<file path="src/rtl/perceptron_pkg.sv">
// Shared types and defaults for the perceptron weight/bias loader.
// The CHECK state exists only when PERCEPTRON_WB_CHECKSUM_EN is defined.
package perceptron_pkg;

    localparam int DATA_W_DEF = 8;
    localparam int N0_DEF     = 6;
    localparam int N1_DEF     = 3;

    typedef enum logic [2:0] {
        IDLE,
        LOAD_W0,
        LOAD_W1,
`ifdef PERCEPTRON_WB_CHECKSUM_EN
        CHECK,
`endif
        DONE
    } wb_state_e;

    function automatic int max2(input int a, input int b);
        return (a > b) ? a : b;
    endfunction

    // Address width for a layer index; never narrower than one bit.
    function automatic int addr_w(input int n0, input int n1);
        return (max2(n0, n1) > 1) ? $clog2(max2(n0, n1)) : 1;
    endfunction

endpackage

</file>
<file path="src/rtl/perceptron_wb_idx_cnt.sv">
// Word index counter within a layer: clears on load start, wraps to 0 after
// the terminal index so the next layer starts at address 0.
module perceptron_wb_idx_cnt #(
    parameter int W = 3
) (
    input  logic         clk,
    input  logic         reset,
    input  logic         clr_i,
    input  logic         inc_i,
    input  logic [W-1:0] last_i,
    output logic [W-1:0] idx_o,
    output logic         tc_o
);

    logic [W-1:0] idx_q, idx_d;

    assign idx_o = idx_q;
    assign tc_o  = (idx_q == last_i);

    always_comb begin
        idx_d = idx_q;
        if (clr_i)
            idx_d = '0;
        else if (inc_i)
            idx_d = tc_o ? '0 : idx_q + W'(1);
    end

    always_ff @(posedge clk or posedge reset) begin
        if (reset)
            idx_q <= '0;
        else
            idx_q <= idx_d;
    end

endmodule

</file>
<file path="src/rtl/perceptron_wb_loader.sv">
// Streams layer-0 then layer-1 weight/bias words into the datapath with one
// registered write strobe per word. Optional checksum word: PERCEPTRON_WB_CHECKSUM_EN.
module perceptron_wb_loader
    import perceptron_pkg::*;
#(
    parameter int DATA_W = DATA_W_DEF,
    parameter int N0     = N0_DEF,
    parameter int N1     = N1_DEF,
    localparam int AW    = addr_w(N0, N1)
) (
    input  logic              clk,
    input  logic              reset,
    input  logic              start_i,
    input  logic              val_i,
    input  logic [DATA_W-1:0] data_i,
    output logic              rdy_o,
    output logic [DATA_W-1:0] wb_data_o,
    output logic [AW-1:0]     wb_addr_o,
    output logic [1:0]        W1W0b_en_o,
    output logic              busy_o,
    output logic              done_o,
    output logic              error_o
);

    localparam logic [AW-1:0] LAST0 = AW'(N0 - 1);
    localparam logic [AW-1:0] LAST1 = AW'(N1 - 1);

    wb_state_e         state_q, state_d;
    logic [DATA_W-1:0] data_q, data_d;
    logic [AW-1:0]     addr_q, addr_d;
    logic [1:0]        en_q, en_d;
    logic              accept;
    logic              cnt_clr, cnt_inc, cnt_tc;
    logic [AW-1:0]     cnt_idx;

`ifdef PERCEPTRON_WB_CHECKSUM_EN
    logic [DATA_W-1:0] sum_q, sum_d;
    logic              err_q, err_d;
`endif

    perceptron_wb_idx_cnt #(.W(AW)) u_idx (
        .clk    (clk),
        .reset  (reset),
        .clr_i  (cnt_clr),
        .inc_i  (cnt_inc),
        .last_i ((state_q == LOAD_W1) ? LAST1 : LAST0),
        .idx_o  (cnt_idx),
        .tc_o   (cnt_tc)
    );

    always_comb begin
        rdy_o = 1'b0;
        case (state_q)
            LOAD_W0, LOAD_W1: rdy_o = 1'b1;
`ifdef PERCEPTRON_WB_CHECKSUM_EN
            CHECK:            rdy_o = 1'b1;
`endif
            default:          rdy_o = 1'b0;
        endcase
    end

    assign accept = val_i & rdy_o;

    always_comb begin
        state_d = state_q;
        data_d  = data_q;
        addr_d  = addr_q;
        en_d    = 2'b00;
        cnt_clr = 1'b0;
        cnt_inc = 1'b0;
`ifdef PERCEPTRON_WB_CHECKSUM_EN
        sum_d   = sum_q;
        err_d   = err_q;
`endif
        case (state_q)
            IDLE: begin
                if (start_i) begin
                    state_d = LOAD_W0;
                    cnt_clr = 1'b1;
`ifdef PERCEPTRON_WB_CHECKSUM_EN
                    sum_d   = '0;
                    err_d   = 1'b0;
`endif
                end
            end
            LOAD_W0, LOAD_W1: begin
                if (accept) begin
                    en_d    = (state_q == LOAD_W0) ? 2'b01 : 2'b10;
                    data_d  = data_i;
                    addr_d  = cnt_idx;
                    cnt_inc = 1'b1;
`ifdef PERCEPTRON_WB_CHECKSUM_EN
                    sum_d   = sum_q + data_i;
`endif
                    if (cnt_tc) begin
`ifdef PERCEPTRON_WB_CHECKSUM_EN
                        state_d = (state_q == LOAD_W0) ? LOAD_W1 : CHECK;
`else
                        state_d = (state_q == LOAD_W0) ? LOAD_W1 : DONE;
`endif
                    end
                end
            end
`ifdef PERCEPTRON_WB_CHECKSUM_EN
            // Checksum word is consumed without a strobe.
            CHECK: begin
                if (accept) begin
                    if (data_i != sum_q)
                        err_d = 1'b1;
                    state_d = DONE;
                end
            end
`endif
            DONE:    state_d = IDLE;
            default: state_d = IDLE;
        endcase
    end

    always_ff @(posedge clk or posedge reset) begin
        if (reset) begin
            state_q <= IDLE;
            data_q  <= '0;
            addr_q  <= '0;
            en_q    <= 2'b00;
`ifdef PERCEPTRON_WB_CHECKSUM_EN
            sum_q   <= '0;
            err_q   <= 1'b0;
`endif
        end else begin
            state_q <= state_d;
            data_q  <= data_d;
            addr_q  <= addr_d;
            en_q    <= en_d;
`ifdef PERCEPTRON_WB_CHECKSUM_EN
            sum_q   <= sum_d;
            err_q   <= err_d;
`endif
        end
    end

    assign wb_data_o  = data_q;
    assign wb_addr_o  = addr_q;
    assign W1W0b_en_o = en_q;
    assign done_o     = (state_q == DONE);
    // Stays high through the last strobe, which lands in DONE when no checksum.
    assign busy_o     = rdy_o | (|en_q);

`ifdef PERCEPTRON_WB_CHECKSUM_EN
    assign error_o = err_q;
`else
    assign error_o = 1'b0;
`endif

endmodule

</file>
<file path="config.mk">
export PLATFORM = sky130hd
export DESIGN_NAME = perceptron_wb_loader
export DESIGN_NICKNAME = d
export VERILOG_FILES = /design/src/rtl/perceptron_pkg.sv /design/src/rtl/perceptron_wb_idx_cnt.sv /design/src/rtl/perceptron_wb_loader.sv
export SDC_FILE = /design/constraint.sdc
export NUM_CORES = 1
export LEC_CHECK = 0
export BUFFER_PORTS_ARGS = -buffer_cell sky130_fd_sc_hd__buf_2
export CORE_MARGIN = 3
export CORE_UTILIZATION = 51
export CTS_BUF_LIST = sky130_fd_sc_hd__clkbuf_16
export DETAILED_ROUTE_END_ITERATION = 7
export GPL_TIMING_DRIVEN = 0
export MAX_ROUTING_LAYER = met4
export PLACE_DENSITY = 0.86
export SLEW_MARGIN = 15
export SYNTH_ARGS = -nofsm -noshare
export SYNTH_HDL_FRONTEND = slang
export SYNTH_SLANG_ARGS = --single-unit
</file>
<file path="constraint.sdc">
create_clock -name clk -period 3.7 [get_ports clk]
set_input_delay 1.11 -clock clk [delete_from_list [all_inputs] [get_ports clk]]
set_output_delay 1.11 -clock clk [all_outputs]
set_load 0.01 [all_outputs]
</file>
==> qor.yml <==
cells_and_area:
  final_cell_mix: "buf_2, dfrtp_1, mux2_1"
  diodes: 0
  drive_gt1_share_pct: 31.7
  final_common_cell: "buf_2"
  syn_to_final_growth_pct: 27.1
  fill_cells: 115
  design_area_um2: 1100
  regArea_um2: 450
  multi_input_area_um2: 377
  nets: 123
synthesis:
  ys_types: 24
  synth.cell_area_um2: 863
  synth_top_family_by_area: "multiplexers"
  yosys.area_share.simple_pct: 12.0
  synth_warnings: 0
  yosys.area_share.adder_pct: 8.70
  yosysSeqAreaShare_pct: 52.2
  synth-xor-area-share_pct: 0
  syn_area_per_cell_um2: 11.8
  synthCells: 73
  synth-seq-cells: 18
  syn-num-nets: 91
  synth-compound-area-share_pct: 9.42
  synthMuxAreaShare_pct: 13.0
cts:
  insertion_delay_ns: 0.25
  htreeDepth: 1
  cts.path.max_buffers: 2
  cts-root-buf: "clkbuf_16"
  hold_buffers: 0
  cts.sinks: 18
  cts_setup_buffers: 0
  ctsResizeCount: 0
  cts_tree: "done"
  cts_buffers: 3
  cts.clk_slew.worst_paths_ns: 0.05
die:
  io_pins: 29
  rows: 14
  coreArea_um2: 1540
  die_h_um: 47.1
  start_util_pct: 56.0
  die_x_um: 47.1
  die_area_um2: 2220
sta:
  clock.fmax_mhz: 355
  finClkSkew_ns: 0.00154
  rsz0062_at_grt: "no"
  drv_slew: 0
  finalSetupViolCount: 0
  finalHoldViolations: 0
  tightestPinTransition_ns: 0.648
  maxSlewHeadroom_pct: 56.8
  finalCritPeriodShare_pct: 76.1
  tns_ns: 0
  finalCriticalPeriod_ns: 2.82
critical_path:
  arrival_ns: 1.71
  cp_max_fo: 8
  crit_path_start: "state_q[0]"
  crit_slowest_cell: "dfrtp_1"
  crit_top_cell: "buf_2"
  reg2reg_to: "wb_data_o[4]"
  path_class: "flip-flop to output pin"
  r2r_cells: 6
  critical_path.startpoint_type: "flip-flop"
  critical_path.cell_chain: "inv_1, ha_1, buf_2, or3_1, buf_2"
  critPathBufInv: 3
  cp.required_ns: 2.59
  worst_setup_path_endpoint: "busy_o"
  max_stage_delay_ns: 0.39
  path_depth: 5
  ff2ff_setup_slack_ns: 1.88
  cp-end-kind: "output pin"
  r2r-start: "state_q[1]"
  crit_family: "buffers and inverters"
route:
  drtIter0Drc: 6
  vias: 660
  post_drt_wl_per_cell_um: 13.7
  totalWireLength_um: 1640
  viasPerCell: 5.50
  drc: 0
  dr.pass1.iters: 4
  antenna_left: 0
grt:
  grt_max_degree: 19
  gr-total-overflow: 0
  grt_usage_pct: 18.5
  grt_pass1_wl_um: 2660
  grt_pass1_vias: 628
  antenna_found_initial: 0
pwr:
  leakagePower_nw: 0.561
  ir_worst_vdd_uv: 532
  powerDensity_nw_per_um2: 762
  p_total_w: 0.000836
placed_design:
  dp_hpwl_um: 1250
  gp_congestion: 0.755
  placed_area_um2: 1020
  io_buffers: 27
hold_path:
  hold_class: "flip-flop to flip-flop"
job:
  maxCapViolCount: 0
status:
  status: "complete, no violations"
==> power breakdown <==
group,switching (W),internal [W]
registers,0.0000475,0.000273
logic,0.000157,0.000143
clock network,0.0000717,0.000144
==> routing by layer <==
layer,global-route usage [%],up-vias,wire length (um)
li1,-,317,-
met1,16.6,325,627
met2,34.7,16,897
met3,4.60,2,82
met4,9.94,0,37
met5,-,-,0
==> cells in the mapped netlist, drive strengths merged <==
master / number / share of area (%)
o21bai: 1 / 0.87
a21oi: 4 / 2.3
o21ai: 2 / 1.2
ha: 6 / 8.7
buf: 3 / 2.0
inv: 5 / 2.2
nor4: 1 / 0.73
and2: 2 / 1.4
or3: 1 / 0.73
nor2: 3 / 1.3
nand4bb: 2 / 2.6
nand4: 2 / 1.4
dfrtp: 18 / 52
conb: 1 / 0.43
mux2: 10 / 13
a2111oi: 1 / 1.0
a211o: 2 / 2.0
a311o: 1 / 1.2
nor2b: 1 / 0.73
o21a: 1 / 0.87
nand2: 4 / 1.7
and3: 1 / 0.73
nor3: 1 / 0.58
==> layout make-up <==
type	instances	share of cell area, %
repair buffers	27	12.3
plain buffers	3	1.60
well taps	16	1.82
clock inverters	1	0.342
inverters	5	1.71
flip-flops and latches	18	41.0
clock buffers	3	6.84
multi-input cells	47	34.3
==> state kept, by name, indices dropped and copies added (netlist names) <==
register and flops:
wb_data_o 8, state_q 2, wb_addr_o 3, u_idx.idx_o 3, W1W0b_en_o 2
==> how the worst min path moves through the flow <==
stage                       startpoint      endpoint  slack (ns)  cells after the start
after floorplan           wb_addr_o[2]  wb_addr_o[2]        0.52                      2
after global placement    wb_data_o[0]  wb_data_o[0]        0.46                      1
after detailed placement  wb_data_o[1]  wb_data_o[1]        0.47                      1
after CTS                 wb_data_o[1]  wb_data_o[1]        0.48                      1
after global routing      wb_data_o[3]  wb_data_o[3]        0.49                      1
final                     wb_data_o[1]  wb_data_o[1]        0.48                      1
==> kinds of logic after synthesis <==
group / count (synthesis)
AO/OA/AOI/OAI: 12
adder cells (fa/ha/maj): 6
buffers and inverters: 8
flip-flops: 18
multiplexers: 10
other: 1
AND/OR/NAND/NOR: 18
==> stage by stage <==
stage | utilization, % | hold WS, ns | setup slack [ns] | std cells
floorplan | - | 0.523 | 1.23 | 73
global placement | 66.1 | 0.462 | 1.15 | 116
detailed placement | 66.1 | 0.469 | 1.15 | 116
CTS | 71.2 | 0.481 | 0.872 | 120
global route | 71.2 | 0.488 | 0.776 | 120
finish | 71.2 | 0.477 | 0.885 | 120
Note: power is estimated with default switching activity, not from simulation.
